## src/rtl/fa_vector_gen.sv

```systemverilog
// fa_vector_gen: stimulus source for the 1-bit full adder. Streams either every
// W-bit code in ascending order (BASIC) or a walk that visits every ordered pair
// of distinct codes as consecutive vectors (OPTIONAL) over a valid/ready port.
module fa_vector_gen #(
    parameter int unsigned W = 3
) (
    input  logic           clk,
    input  logic           rst_n,
    input  logic           start,
    input  logic           mode,
    output logic           vec_valid,
    input  logic           vec_ready,
    output logic [W-1:0]   vec_data,
    output logic [2*W-1:0] vec_idx,
    output logic           vec_last,
    output logic           busy,
    output logic           done
);

    localparam int unsigned N  = 2 ** W;
    localparam int unsigned IW = 2 * W;

    localparam logic [W-1:0] CodeMax   = W'(N - 1);
    localparam logic [W-1:0] CodeMaxM1 = W'(N - 2);
    localparam logic [W-1:0] CodeZero  = '0;

    typedef enum logic [2:0] {
        StIdle,
        StExh,
        StBase,
        StHi,
        StLo,
        StTail,
        StDone
    } state_e;

    state_e        state_q, state_d;
    logic [W-1:0]  i_q, j_q, c_q;
    logic [IW-1:0] idx_q;
    logic          xfer;
    logic          lo_more;

    assign xfer = vec_valid & vec_ready;
    // j-1 >= i+2, evaluated one bit wider so i+3 cannot wrap
    assign lo_more = ({1'b0, j_q} >= ({1'b0, i_q} + (W + 1)'(3)));

    // State register
    always_ff @(posedge clk or negedge rst_n) begin
        if (!rst_n) begin
            state_q <= StIdle;
        end else begin
            state_q <= state_d;
        end
    end

    // Next-state logic; every sequence step waits for a transfer
    always_comb begin
        state_d = state_q;
        case (state_q)
            StIdle: begin
                if (start) state_d = mode ? StBase : StExh;
            end
            StExh: begin
                if (xfer && c_q == CodeMax) state_d = StDone;
            end
            StBase: begin
                if (xfer) state_d = (i_q == CodeMaxM1) ? StTail : StHi;
            end
            StHi: begin
                if (xfer) state_d = StLo;
            end
            StLo: begin
                if (xfer) state_d = lo_more ? StHi : StBase;
            end
            StTail: begin
                if (xfer && c_q == CodeZero) state_d = StDone;
            end
            StDone: begin
                state_d = StIdle;
            end
            default: begin
                state_d = StIdle;
            end
        endcase
    end

    // Sequence counters i, j, c and the running vector index
    always_ff @(posedge clk or negedge rst_n) begin
        if (!rst_n) begin
            i_q   <= '0;
            j_q   <= '0;
            c_q   <= '0;
            idx_q <= '0;
        end else begin
            if (state_q == StIdle && start) begin
                idx_q <= '0;
            end else if (xfer) begin
                idx_q <= idx_q + 1'b1;
            end
            case (state_q)
                StIdle: begin
                    if (start) begin
                        c_q <= '0;
                        i_q <= '0;
                    end
                end
                StExh: begin
                    if (xfer && c_q != CodeMax) c_q <= c_q + 1'b1;
                end
                StBase: begin
                    if (xfer) begin
                        if (i_q == CodeMaxM1) c_q <= CodeMax;
                        else                  j_q <= CodeMax;
                    end
                end
                StLo: begin
                    if (xfer) begin
                        if (lo_more) j_q <= j_q - 1'b1;
                        else         i_q <= i_q + 1'b1;
                    end
                end
                StTail: begin
                    if (xfer && c_q != CodeZero) c_q <= c_q - 1'b1;
                end
                default: begin
                end
            endcase
        end
    end

    // Outputs decoded from registered state only (no path from vec_ready)
    always_comb begin
        vec_valid = 1'b0;
        vec_data  = '0;
        vec_last  = 1'b0;
        busy      = (state_q != StIdle);
        done      = (state_q == StDone);
        vec_idx   = idx_q;
        case (state_q)
            StExh: begin
                vec_valid = 1'b1;
                vec_data  = c_q;
                vec_last  = (c_q == CodeMax);
            end
            StBase, StLo: begin
                vec_valid = 1'b1;
                vec_data  = i_q;
            end
            StHi: begin
                vec_valid = 1'b1;
                vec_data  = j_q;
            end
            StTail: begin
                vec_valid = 1'b1;
                vec_data  = c_q;
                vec_last  = (c_q == CodeZero);
            end
            default: begin
            end
        endcase
    end

endmodule

```

## config.mk

```make
export PLATFORM = sky130hd
export DESIGN_NAME = fa_vector_gen
export DESIGN_NICKNAME = d
export VERILOG_FILES = /design/src/rtl/fa_vector_gen.sv
export SDC_FILE = /design/constraint.sdc
export NUM_CORES = 1
export LEC_CHECK = 0
export CAP_MARGIN = 20
export CORE_ASPECT_RATIO = 0.9
export CORE_MARGIN = 1.5
export CORE_UTILIZATION = 40
export CTS_CLUSTER_DIAMETER = 200
export DETAILED_ROUTE_END_ITERATION = 8
export DONT_BUFFER_PORTS = 1
export GPL_TIMING_DRIVEN = 0
export PLACE_DENSITY = 0.63
export SYNTH_ARGS = -nofsm -noshare
export SYNTH_HDL_FRONTEND = slang
export SYNTH_SLANG_ARGS = --single-unit
```

## constraint.sdc

```tcl
create_clock -name clk -period 2.45 [get_ports clk]
set_input_delay 0.735 -clock clk [delete_from_list [all_inputs] [get_ports clk]]
set_output_delay 0.735 -clock clk [all_outputs]
set_load 0.005 [all_outputs]
```

==> impl_metrics.tcl <==
set metrics [dict create \
    synth_cells 165 \
    synth_area_leaders "dfrtp_1, ha_1, mux2i_1" \
    cts_setup_buffers 0 \
    syn_to_final_growth_pct 8.46 \
    power_density_mw_per_mm2 1310 \
    gp_congestion 0.939 \
    io_pins 18 \
    cp-end-kind "primary output" \
    min_period_over_period 0.954 \
    period_needed_ns 2.34 \
    clkPwrFrac 0.123 \
    ys_warn_count 0 \
    synthTopCellsByCount "dfrtp_1, nor2_1, o21ai_0" \
    netlist.area_leader.share 0.314 \
    numCtsBuffers 3 \
    synth_seq_area_share 0.314 \
    root_buffer "clkbuf_8" \
    via_count 1243 \
    setup_tns_ns 0 \
    grt_pass1_wl_um 5830 \
    clock_skew_ns 0.00798 \
    avgRoutedWirePerCell_um 16.0 \
    drc 0 \
    nets 185 \
    start_kind "flip-flop" \
    finalWirelength_um 3410 \
    swShare 0.482 \
    drt_iter0_markers 84 \
    worst_pin_slew_ns 0.661 \
    grt_usage 0.190 \
    hold_slack_ns 0.159 \
    core_area_mm2 0.00340 \
    initial_core_util 0.421 \
    grt_remaining_overflow 0 \
    worstHoldPathType "primary input to asynchronous set/reset pin" \
    synth_cell_type_count 47 \
    hpwl_um 2590 \
    internal-power_mw 1.05 \
    die_height_um 59.8 \
    leakage_nw 0.677 \
    syn_nets 180 \
    arrival_ns 1.60 \
    fmax_mhz 428 \
    hold_violations 0 \
    worstSetupPathType "flip-flop to primary output" \
    timing.slew.headroom 0.558 \
    status "finished clean" \
    antenna_cells 0 \
    grt_max_degree 19 \
    r2r_slack_ns 0.18 \
    p_sw_uw 981 \
    grt_pass1_vias 1200 \
    syn-cell-area_mm2 0.00143 \
    seqPwrFrac 0.271 \
    fillCellCount 346 \
    ys_ff_latch 18 \
    synth-edff-count 0 \
    pwr-share-comb 0.606 \
    avgSynthCellArea_um2 8.69 \
    synth_top_cell_by_area "dfrtp_1" \
    ys.flop_type "dfrtp_1" \
    antenna_found_initial 0 \
    cp_data_required_time_ns 1.71 \
    finalSetupViolCount 0 \
    cts_max_path_buffers 2 \
    clk_pin_slew_ns 0.08 \
    cts_sinks 18 \
    cts_max_level 1 \
    clk_latency_ns 0.26 \
    cp_max_fo 10 \
    slew_viol_final 0 \
    io_buffers 0 \
    irDropWorstVdd_v 0.000395 \
    ant_nets 0 \
    async_flop_share 1.00 \
    dieArea_mm2 0.00395 \
    layout-drive-gt1-share 0.107 \
    max_cap_viol_count 0 \
    die_w_um 66.1 \
    cts_tree "built" \
    rows 20 \
    vias_per_cell 5.84 \
    first_pass_iters 4 \
    yosysMostFrequentCell "dfrtp_1" \
]
## stage by stage
stage                     instances  utilization  cell area [um2]  setup WS, ns  total power, mW
after floorplan                 165            -             1430         0.356             1.48
after global placement          209        0.438             1490        0.0877             1.71
after detailed placement        209        0.438             1490        0.0782             1.74
after CTS                       213        0.454             1550       0.00622             2.00
after global routing            213        0.457             1560     -0.000399             2.23
final                           213        0.457             1560         0.113             2.04
## kinds of logic (layout without fill, tap and decap cells)
| kind of cell | count (synthesis) | count (layout) | share of synthesized area |
|---|---|---|---|
| multiplexers | 9 | 9 | 0.0663 |
| XOR/XNOR | 6 | 6 | 0.0367 |
| AO/OA/AOI/OAI | 51 | 51 | 0.237 |
| AND/OR/NAND/NOR | 54 | 54 | 0.202 |
| flip-flops | 18 | 18 | 0.314 |
| adder cells (fa/ha/maj) | 10 | 10 | 0.0925 |
| buffers and inverters | 17 | 21 | 0.0506 |
## timing repair
action / CTS / global route
resized for setup: 2 / 6
hold buffers: 0 / 0
pin swaps: 0 / 0
setup endpoints to repair: 3 / 8
cloned: 0 / 0
## worst max-delay path, cell delays in order, from the launching register on
cell	delay [ns]
dfrtp_1	0.43
clkbuf_2	0.25
clkbuf_2	0.26
nand2_1	0.18
o22ai_1	0.22
## final timing paths
check / start / depth (start not counted) / endpoint
max in group asynchronous: rst_n / 0 / j_q[2]
setup / recovery: state_q[1] / 4 / vec_data[2]
hold / removal: rst_n / 0 / c_q[0]
setup reg to reg: state_q[1] / 9 / c_q[2]
hold reg to reg: vec_idx[5] / 2 / vec_idx[5]
min in group clk: vec_idx[5] / 2 / vec_idx[5]
## state kept, by name, summed over array words and instances, names as in the netlist
| name | cells |
|---|---|
| c_q | 3 |
| i_q | 3 |
| j_q | 3 |
| state_q | 3 |
| vec_idx | 6 |
## power groups by stage
stage	Clock, mW	Sequential [mW]	Combinational [mW]
after global placement	0	0.552	1.16
final	0.249	0.552	1.23
after detailed placement	0	0.557	1.19
after global routing	0.267	0.573	1.39
after floorplan	0	0.509	0.973
after CTS	0.253	0.551	1.20
## placed cells by master (no fill, tap or decap), types with 2 or more instances in the layout
cell type,Yosys,layout
dfrtp_1,18,18
o21ai_0,13,12
mux2i_1,8,8
clkbuf_2,0,2
and3_1,4,4
ha_1,9,9
o21ai_1,2,3
buf_2,1,2
xor2_1,3,3
and2_1,2,2
o22ai_1,4,4
nor2b_1,4,4
nand2_1,12,12
a31oi_1,3,3
clkbuf_1,6,3
xnor2_1,3,3
nor2_1,13,12
a21oi_1,12,12
inv_1,8,8
nand3_1,4,4
clkbuf_8,0,4
nor3_1,4,4
o211ai_1,2,2
or3_1,2,2
a22oi_1,3,3
## metal layers
metal / up-vias / GRT usage / wire, um
li1: 612 / - / -
met1: 596 / 0.260 / 1590
met2: 31 / 0.307 / 1580
met3: 4 / 0.0546 / 221
met4: 0 / 0.0262 / 15
met5: - / 0 / 0
## cell type report
class	instances	area, um2	share of cell area
buffer	8	42.5	0.0274
inverter	9	33.8	0.0217
clock buffer	4	55.1	0.0354
tap	44	55.1	0.0354
sequential	18	450	0.290
multi-input combinational	130	918	0.591
Power figures use the tool's default switching activity.
